--- src/rtl/ofdm_tx_pkg.sv ---
// Shared definitions for the OFDM transmit frame path.
//   state_t       : frame sequencer states (IDLE/PRE/PAY/GAP)
//   SEL_*         : output mux select codes (zero / preamble / payload)
//   DEF_*         : default preamble and symbol lengths
//   sel_for_state : mux code that a beat in a given state produces
package ofdm_tx_pkg;

  typedef enum logic [1:0] {
    ST_IDLE = 2'd0,
    ST_PRE  = 2'd1,
    ST_PAY  = 2'd2,
    ST_GAP  = 2'd3
  } state_t;

  localparam logic [1:0] SEL_ZERO = 2'd0;
  localparam logic [1:0] SEL_PRE  = 2'd1;
  localparam logic [1:0] SEL_PAY  = 2'd2;

  localparam int unsigned DEF_PRE_LEN = 107;
  localparam int unsigned DEF_SYM_LEN = 80;

  function automatic logic [1:0] sel_for_state(input state_t s);
    case (s)
      ST_PRE:  return SEL_PRE;
      ST_PAY:  return SEL_PAY;
      default: return SEL_ZERO;
    endcase
  endfunction

endpackage

--- src/rtl/ofdm_frame_sequencer_counter.sv ---
// seq_beat_counter: modulo-MODULUS counter used for the frame sequencer's
// preamble address, payload sample count and gap count.
//   clk, reset : clock, asynchronous active-high reset
//   clear      : synchronous clear to 0 (priority over en)
//   en         : advance by one; wraps to 0 after MODULUS-1
//   count      : current count
//   tc         : count is at its terminal value MODULUS-1
module seq_beat_counter
  import ofdm_tx_pkg::*;
#(
  parameter int unsigned WIDTH   = 7,
  parameter int unsigned MODULUS = DEF_PRE_LEN
) (
  input  logic             clk,
  input  logic             reset,
  input  logic             clear,
  input  logic             en,
  output logic [WIDTH-1:0] count,
  output logic             tc
);

  localparam logic [WIDTH-1:0] LAST = WIDTH'(MODULUS - 1);
  localparam logic [WIDTH-1:0] STEP = WIDTH'(1);

  assign tc = (count == LAST);

  always_ff @(posedge clk or posedge reset) begin
    if (reset) begin
      count <= '0;
    end else if (clear) begin
      count <= '0;
    end else if (en) begin
      count <= tc ? '0 : count + STEP;
    end
  end

endmodule

--- src/rtl/ofdm_frame_sequencer.sv ---
// ofdm_frame_sequencer: transmit frame controller. One frame is the preamble
// ROM readout, n_symbols payload OFDM symbols, then a zero-sample gap.
//   clk, reset  : clock, asynchronous active-high reset
//   start       : frame request, accepted only when idle
//   n_symbols   : payload symbol count, captured on accepted start
//   abort       : synchronous return to idle (beats the start and any beat)
//   ready_in    : downstream accepts a sample this cycle
//   pl_valid    : payload source has a sample
//   pl_ready    : payload sample consumed (ready_in while in PAY)
//   rom_addr    : registered preamble ROM address
//   out_sel     : mux select for the sample emitted with out_valid
//   out_valid   : sample valid, one cycle after its beat
//   busy        : frame in progress
//   frame_done  : one-cycle pulse after the last gap beat
module ofdm_frame_sequencer
  import ofdm_tx_pkg::*;
#(
  parameter int unsigned ADDR_WIDTH = 7,
  parameter int unsigned PRE_LEN    = DEF_PRE_LEN,
  parameter int unsigned SYM_LEN    = DEF_SYM_LEN,
  parameter int unsigned NSYM_WIDTH = 8,
  parameter int unsigned GAP_LEN    = 16
) (
  input  logic                  clk,
  input  logic                  reset,
  input  logic                  start,
  input  logic [NSYM_WIDTH-1:0] n_symbols,
  input  logic                  abort,
  input  logic                  ready_in,
  input  logic                  pl_valid,
  output logic                  pl_ready,
  output logic [ADDR_WIDTH-1:0] rom_addr,
  output logic [1:0]            out_sel,
  output logic                  out_valid,
  output logic                  busy,
  output logic                  frame_done
);

  localparam int unsigned SAMP_W = $clog2(SYM_LEN);
  localparam int unsigned GAP_W  = $clog2(GAP_LEN + 1);

  localparam logic [SAMP_W-1:0]     SAMP_LAST = SAMP_W'(SYM_LEN - 1);
  localparam logic [GAP_W-1:0]      GAP_LAST  = GAP_W'(GAP_LEN - 1);
  localparam logic [NSYM_WIDTH-1:0] SYM_ONE   = NSYM_WIDTH'(1);

  state_t state, state_next;

  logic [NSYM_WIDTH-1:0] nsym_q;
  logic [NSYM_WIDTH-1:0] sym_cnt;
  logic [SAMP_W-1:0]     samp_cnt;
  logic [GAP_W-1:0]      gap_cnt;
  logic                  addr_tc, samp_tc, gap_tc;

  logic accept, beat, pre_beat, pay_beat, gap_beat, cnt_clear;
  logic sym_last, pay_last, gap_last;

  always_comb begin
    accept = (state == ST_IDLE) && start && !abort;
    beat   = 1'b0;
    case (state)
      ST_PRE:  beat = ready_in;
      ST_PAY:  beat = pl_valid && ready_in;
      ST_GAP:  beat = ready_in;
      default: beat = 1'b0;
    endcase
    beat      = beat && !abort;
    pre_beat  = beat && (state == ST_PRE);
    pay_beat  = beat && (state == ST_PAY);
    gap_beat  = beat && (state == ST_GAP);
    cnt_clear = abort || accept;
    sym_last  = (sym_cnt == nsym_q - SYM_ONE);
    pay_last  = pay_beat && (samp_cnt == SAMP_LAST) && sym_last;
    gap_last  = gap_beat && (gap_cnt == GAP_LAST);
  end

  seq_beat_counter #(.WIDTH(ADDR_WIDTH), .MODULUS(PRE_LEN)) u_addr_cnt (
    .clk   (clk),
    .reset (reset),
    .clear (cnt_clear),
    .en    (pre_beat),
    .count (rom_addr),
    .tc    (addr_tc)
  );

  seq_beat_counter #(.WIDTH(SAMP_W), .MODULUS(SYM_LEN)) u_samp_cnt (
    .clk   (clk),
    .reset (reset),
    .clear (cnt_clear),
    .en    (pay_beat),
    .count (samp_cnt),
    .tc    (samp_tc)
  );

  seq_beat_counter #(.WIDTH(GAP_W), .MODULUS(GAP_LEN)) u_gap_cnt (
    .clk   (clk),
    .reset (reset),
    .clear (cnt_clear),
    .en    (gap_beat),
    .count (gap_cnt),
    .tc    (gap_tc)
  );

  always_comb begin
    state_next = state;
    pl_ready   = 1'b0;
    busy       = (state != ST_IDLE);
    case (state)
      ST_IDLE: if (accept) state_next = ST_PRE;
      ST_PRE:  if (pre_beat && addr_tc) state_next = (nsym_q != '0) ? ST_PAY : ST_GAP;
      ST_PAY: begin
        pl_ready = ready_in;
        if (pay_last) state_next = ST_GAP;
      end
      ST_GAP:  if (gap_last) state_next = ST_IDLE;
      default: state_next = ST_IDLE;
    endcase
    if (abort) state_next = ST_IDLE;
  end

  always_ff @(posedge clk or posedge reset) begin
    if (reset) begin
      state      <= ST_IDLE;
      nsym_q     <= '0;
      sym_cnt    <= '0;
      out_valid  <= 1'b0;
      out_sel    <= SEL_ZERO;
      frame_done <= 1'b0;
    end else begin
      state      <= state_next;
      out_valid  <= beat;
      frame_done <= gap_beat && gap_tc;
      if (accept) nsym_q <= n_symbols;
      if (cnt_clear) begin
        sym_cnt <= '0;
      end else if (pay_beat && samp_tc) begin
        sym_cnt <= sym_last ? '0 : sym_cnt + SYM_ONE;
      end
      // Select follows the last beat's source; forced to zero once idle.
      if (abort) begin
        out_sel <= SEL_ZERO;
      end else if (beat) begin
        out_sel <= sel_for_state(state);
      end else if (state == ST_IDLE) begin
        out_sel <= SEL_ZERO;
      end
    end
  end

endmodule

--- config.mk ---
export PLATFORM = sky130hd
export DESIGN_NAME = ofdm_frame_sequencer
export DESIGN_NICKNAME = d
export VERILOG_FILES = /design/src/rtl/ofdm_tx_pkg.sv /design/src/rtl/ofdm_frame_sequencer_counter.sv /design/src/rtl/ofdm_frame_sequencer.sv
export SDC_FILE = /design/constraint.sdc
export NUM_CORES = 1
export LEC_CHECK = 0
export ABC_AREA = 0
export ABC_CLOCK_PERIOD_IN_PS = 2970
export CAP_MARGIN = 20
export CORE_AREA = 2 2 81 83
export CTS_CLUSTER_SIZE = 10
export DETAILED_ROUTE_END_ITERATION = 6
export DIE_AREA = 0 0 83 85
export HOLD_SLACK_MARGIN = 0.05
export PLACE_DENSITY = 0.73
export SLEW_MARGIN = 20
export SYNTH_ARGS = -nofsm -noshare
export SYNTH_HDL_FRONTEND = slang
export SYNTH_HIERARCHICAL = 1
export SYNTH_SLANG_ARGS = --single-unit
--- constraint.sdc ---
create_clock -name clk -period 2.97 [get_ports clk]
set_input_delay 0.4455 -clock clk [delete_from_list [all_inputs] [get_ports clk]]
set_output_delay 0.4455 -clock clk [all_outputs]
set_load 0.005 [all_outputs]
Word level (Yosys, flattened, before mapping):

Cells that the tools add are included.

* equal/unequal tests: 11
* $add $sub $neg: 5
* mux-type cells: 25
* reductions and logical operators: 23

Operators by type and width (number)
* 7-bit two-way mux: 6
* 8-bit two-way mux: 3
* 2-bit two-way mux: 8
* 5-bit two-way mux: 3
* 7-bit by 1-bit adder with 7-bit output (second input constant): 2
* 7-bit equality test (second input constant): 2
* 1-bit logical AND: 11
* 2-bit nonzero test: 5
* 3-bit inequality test (second input constant): 3
* 8-bit by 1-bit adder with 8-bit output (second input constant): 1
* 8-bit equality test: 1
* 2-bit one-hot mux with 4 select lines: 1
* 8-bit nonzero test: 1
* 8-bit by 1-bit subtractor with 8-bit output (second input constant): 1
* 5-bit by 1-bit adder with 5-bit output (second input constant): 1
* 5-bit by 4-bit equality test with 1-bit output (second input constant): 1
* 2-bit equality test (second input constant): 2
* 2-bit one-hot mux with 2 select lines: 1
* 4-bit AND reduction: 1
* 3-bit by 2-bit inequality test with 1-bit output (second input constant): 1
* 3-bit nonzero test: 1
* 2-bit by 1-bit equality test with 1-bit output (second input constant): 1
* 2-bit zero test: 1
* 1-bit two-way mux: 2
* other kinds (4): 4

* word-level logic and storage cells: 73
* register bits: 41
* bits of input ports: 14

Depth between registers and ports, before layout:

* depth in word-level cells: 10
* gate-level depth with buffers: 10
* mapped depth without buffers: 9

By module:

The synthesis kept the hierarchy.

Modules (own cells, without submodules)
* ofdm_frame_sequencer: times used 1, area each 1592.8 um^2, seq. area each 550.5 um^2, cells an instance 163
* seq_beat_counter (u_addr_cnt): times used 1, area each 426.7 um^2, seq. area each 175.2 um^2, cells an instance 45
* seq_beat_counter (u_samp_cnt): times used 1, area each 420.4 um^2, seq. area each 175.2 um^2, cells an instance 42
* seq_beat_counter (u_gap_cnt): times used 1, area each 246.5 um^2, seq. area each 125.1 um^2, cells an instance 24

Worst setup path after synthesis:

No wires, ideal clock.

* kind: register to register
* from: reg state[0]
* to: reg state[1]
* data arrival time: 2260 ps
* library setup time: 90 ps
* path slack: 621 ps
* cell stages (with the launch flop): 10
* required time: 2880 ps
* cells stage by stage: dfrtp_1 -> inv_1 -> ha_1 -> buf_6 -> a211oi_4 -> nor4b_4 -> o221ai_1 -> or2_1 -> or4_1 -> o2111ai_1

* cells in the longest elaborated chain, start to end: 9
* elaborated cells on any way between the ends: 23
* those cells by class: 7 x eq/ne; 3 x mux; 13 x reduce/logical

Ends and longest elaborated chain
* start, declared: line ofdm_frame_sequencer.sv:46 `state_t state, state_next;`
* start signal, assigned: line ofdm_frame_sequencer.sv:129 `state <= state_next;`
* 2-bit by 1-bit equality test with 1-bit output / 2-bit equality test (equally long branches): line ofdm_frame_sequencer.sv:60 `case (state)`
* 2-bit OR reduction (no source line)
* 1-bit one-hot mux with 2 select lines *: line ofdm_frame_sequencer.sv:60
* 1-bit logical AND *: line ofdm_frame_sequencer.sv:66 `beat = beat && !abort;`
* net beat: line ofdm_frame_sequencer.sv:54 `logic accept, beat, pre_beat, pay_beat, gap_beat, cnt_clear;`
* 1-bit logical AND: line ofdm_frame_sequencer.sv:68 `pay_beat = beat && (state == ST_PAY);`
* 1-bit logical AND (2 in a row): line ofdm_frame_sequencer.sv:72 `pay_last = pay_beat && (samp_cnt == SAMP_LAST) && sym_last;`
* 3-bit inequality test (no source line)
* 4-bit AND reduction (no source line) *

The timed path passes the listed nets; every way through them passes the cells marked *.
A chain may end at the register's enable or synchronous reset.

Worst setup path after layout:

* from: reg state[0]
* to: reg u_samp_cnt.count[6]

* cells in the longest elaborated chain, start to end: 6
* elaborated cells on any way between the ends: 13
* those cells by class: 3 x eq/ne; 2 x mux; 8 x reduce/logical

Ends and longest elaborated chain
* 2-bit by 1-bit equality test with 1-bit output / 2-bit equality test (equally long branches): line ofdm_frame_sequencer.sv:60
* 2-bit OR reduction (no source line)
* 1-bit one-hot mux with 2 select lines *: line ofdm_frame_sequencer.sv:60
* 1-bit logical AND *: line ofdm_frame_sequencer.sv:66
* net beat: line ofdm_frame_sequencer.sv:54
* 1-bit logical AND *: line ofdm_frame_sequencer.sv:68
* net pay_beat: line ofdm_frame_sequencer.sv:54
* 2-bit nonzero test (no source line) *
* end signal, assigned: line ofdm_frame_sequencer_counter.sv:33 `count <= tc ? '0 : count + STEP;`
* end, declared: line ofdm_frame_sequencer_counter.sv:18 `output logic [WIDTH-1:0] count,`

Marks and branches as above.

==> flow_metrics.env <==
export IMPL_status="complete, no violations"
export IMPL_yosys_area_top_type="dfrtp_1"
export IMPL_clkSlewWorstSetupHoldPaths_ps=80
export IMPL_drive_gt1_share_pct=12.13
export IMPL_antenna_found_initial=0
export IMPL_drc=0
export IMPL_final_nets=330
export IMPL_multi_input_area_um2=1553
export IMPL_startpoint_type="flop"
export IMPL_gp_congestion=0.7812
export IMPL_ant_nets=0
export IMPL_synth_cells=274
export IMPL_crit_reg2reg_launch="state[0]"
export IMPL_hp_class="input port to asynchronous set/reset pin"
export IMPL_cts_num_sinks=41
export IMPL_fin_crit_ps=2684
export IMPL_timing_setup_tns_ps=0
export IMPL_cp_max_fo=10
export IMPL_r2r_end="u_samp_cnt/count[6]"
export IMPL_synth_xor_area_share_pct=4.891
export IMPL_setup_violations=0
export IMPL_io_pins=27
export IMPL_overflow=0
export IMPL_crit_arrival_ps=2900
export IMPL_wl_per_cell_um=14.57
export IMPL_synth_nets=300
export IMPL_post_cts_repair_setup_buffers=0
export IMPL_cts_tree="built"
export IMPL_ff_latch_area_um2=1026
export IMPL_fin_skew_ps=11.80
export IMPL_synth_edf_count=0
export IMPL_cts_max_level=2
export IMPL_synth_adder_area_share_pct=5.589
export IMPL_numCtsBuffers=5
export IMPL_hold_violations=0
export IMPL_fmax_mhz=372.6
export IMPL_crit_path_start="state[0]"
export IMPL_chipWidth_um=83
export IMPL_slew_headroom_pct=41.29
export IMPL_synthTopCellsByCount="dfrtp_1, nand2_1, inv_1, nor2_1"
export IMPL_clk_latency_ps=290
export IMPL_leakage_nw=1.272
export IMPL_post_place_cells=374
export IMPL_dr_pass1_iters=4
export IMPL_die_h_um=85
export IMPL_nFillCells=564
export IMPL_synth_top_area_share_pct=38.19
export IMPL_syn_area_um2=2686
export IMPL_max_cap_viol_count=0
export IMPL_grt_pass1_vias=2100
export IMPL_die_area_um2=7055
export IMPL_worstPathRequired_ps=3180
export IMPL_synth_compound_area_share_pct=18.72
export IMPL_ir_drop_uv=450.2
export IMPL_grt_setup_unrepaired="false"
export IMPL_worst_slack_ps=286.4
export IMPL_final_cells=382
export IMPL_yosysUniqueCellTypes=69
export IMPL_cts_resized=0
export IMPL_worst_setup_path_type="flop to flop"
export IMPL_rrSetupSlack_ps=290
export IMPL_finalCritPeriodShare_pct=90.36
export IMPL_yosysMostFrequentCell="dfrtp_1"
export IMPL_tightestPinTransition_ps=879.7
export IMPL_grt_max_degree=23
export IMPL_fp_row_count=29
export IMPL_syn_area_per_cell_um2=9.804
export IMPL_start_util_pct=43.30
export IMPL_ys_warn_count=6
export IMPL_cts_buffer_depth=2
export IMPL_synth_top_family_by_area="simple AND/OR/NAND/NOR gates"
export IMPL_post_dp_hpwl_mm=4.044
export IMPL_cts_root_buffer="clkbuf_8"
export IMPL_grt_pass1_wl_mm=9.708
export IMPL_track_usage_pct=16.43
export IMPL_viasPerCell=5.738
export IMPL_power_mw=1.746
export IMPL_totalWireLength_mm=5.566
export IMPL_reg2regPathDepth=8
export IMPL_synth_area_mux_share_pct=3.773
export IMPL_port_buffers=26
export IMPL_end_kind="flop"
export IMPL_core_area_um2=6205
export IMPL_synthFlopType="dfrtp_1"
export IMPL_yosysSeqAreaShare_pct=38.19
export IMPL_async_reset_ff_share_pct=100.0
export IMPL_syn_to_final_growth_pct=15.84
export IMPL_powerDensity_nw_per_um2=561.2
export IMPL_synthSimpleGateAreaFrac_pct=24.83
export IMPL_drtIter0Drc=144
export IMPL_num_vias=2192
export IMPL_maxSlewViolCount=0
export IMPL_dp_slack_ps=304.2
export IMPL_yosys_top_cells_area="dfrtp_1, ha_1, mux2_2"
export IMPL_hold_buffers=0
export IMPL_diodes=0
export IMPL_ys_ff_latch=41
-- worst max-delay path by stage --
stage | endpoint | slack [ps] | cells past startpoint
3_5_place_dp | u_samp_cnt/count[5] | 300 | 8
5_1_grt | u_samp_cnt/count[6] | 60 | 8
6_report | u_samp_cnt/count[6] | 290 | 8
4_1_cts | u_samp_cnt/count[6] | 280 | 8
2_1_floorplan | state[1] | 620 | 9
3_3_place_gp | u_samp_cnt/count[4] | 400 | 8
-- sequential cells by signal (all words and copies together) (netlist names) --
| register | cells |
|---|---|
| state | 2 |
| out_valid | 1 |
| nsym_q | 8 |
| frame_done | 1 |
| u_gap_cnt/count | 5 |
| out_sel | 2 |
| u_samp_cnt/count | 7 |
| u_addr_cnt/count | 7 |
| sym_cnt | 8 |
-- power by group --
part / switching [mW] / internal (mW)
logic: 0.350 / 0.300
clock network: 0.200 / 0.162
registers: 0.109 / 0.625
total: 0.659 / 1.09
-- through the flow --
stage,instance area (um2),hold WS [ps],utilization (%)
after CTS,3112,445.7,50.15
after global routing,3112,481.8,50.15
after global placement,3025,512.7,48.76
after detailed placement,3025,530.9,48.76
final,3112,436.6,50.15
after floorplan,2686,224.0,-
-- critical path: stages, from the launching register on --
cell and delay, ps:
dfrtp_1 400, inv_1 200, ha_1 400, a211oi_4 120, nor4b_4 330, and2_1 410
nand4_1 210, or3_1 390, a21oi_1 140
-- cell families (layout without fill, tap and decap cells) --
group | after synthesis | count (layout)
xor+xnor | 15 | 15
compound gates | 65 | 65
fa+ha+maj | 12 | 12
flops | 41 | 41
mux | 9 | 9
simple gates | 109 | 109
buf+inv | 23 | 54
-- routing by layer --
layer,vias to the layer above,share of wire (%),wire (um),global-route usage (%)
li1,1071,-,-,-
met1,1069,47,2603,21.34
met2,50,49,2720,28.15
met3,2,3.8,213,3.210
met4,0,0.52,29,4.471
met5,-,0,0,0
-- final cells by class --
cell class | count | area share (%)
Timing Repair Buffer | 30 | 9.329
Clock inverter | 3 | 0.5629
Tap cell | 77 | 3.096
Inverter | 16 | 1.930
Multi-Input combinational cell | 210 | 49.90
Clock buffer | 5 | 2.212
Sequential cell | 41 | 32.97
-- cells in the final DEF (no fill, tap or decap), types with 4 or more instances in the layout --
cell type,instances
clkbuf_8,5
buf_4,4
clkdlybuf4s50_1,26
inv_1,16
dfrtp_1,41
a21oi_1,14
xor2_1,10
o31ai_1,4
nor3_1,6
nand2b_1,7
o21ai_0,7
nor2_1,16
mux2_2,8
nor2b_1,5
nand4_1,5
xnor2_1,5
nand2_1,19
ha_1,12
nand3_1,14
No activity file was read; power rests on OpenSTA's default activity.
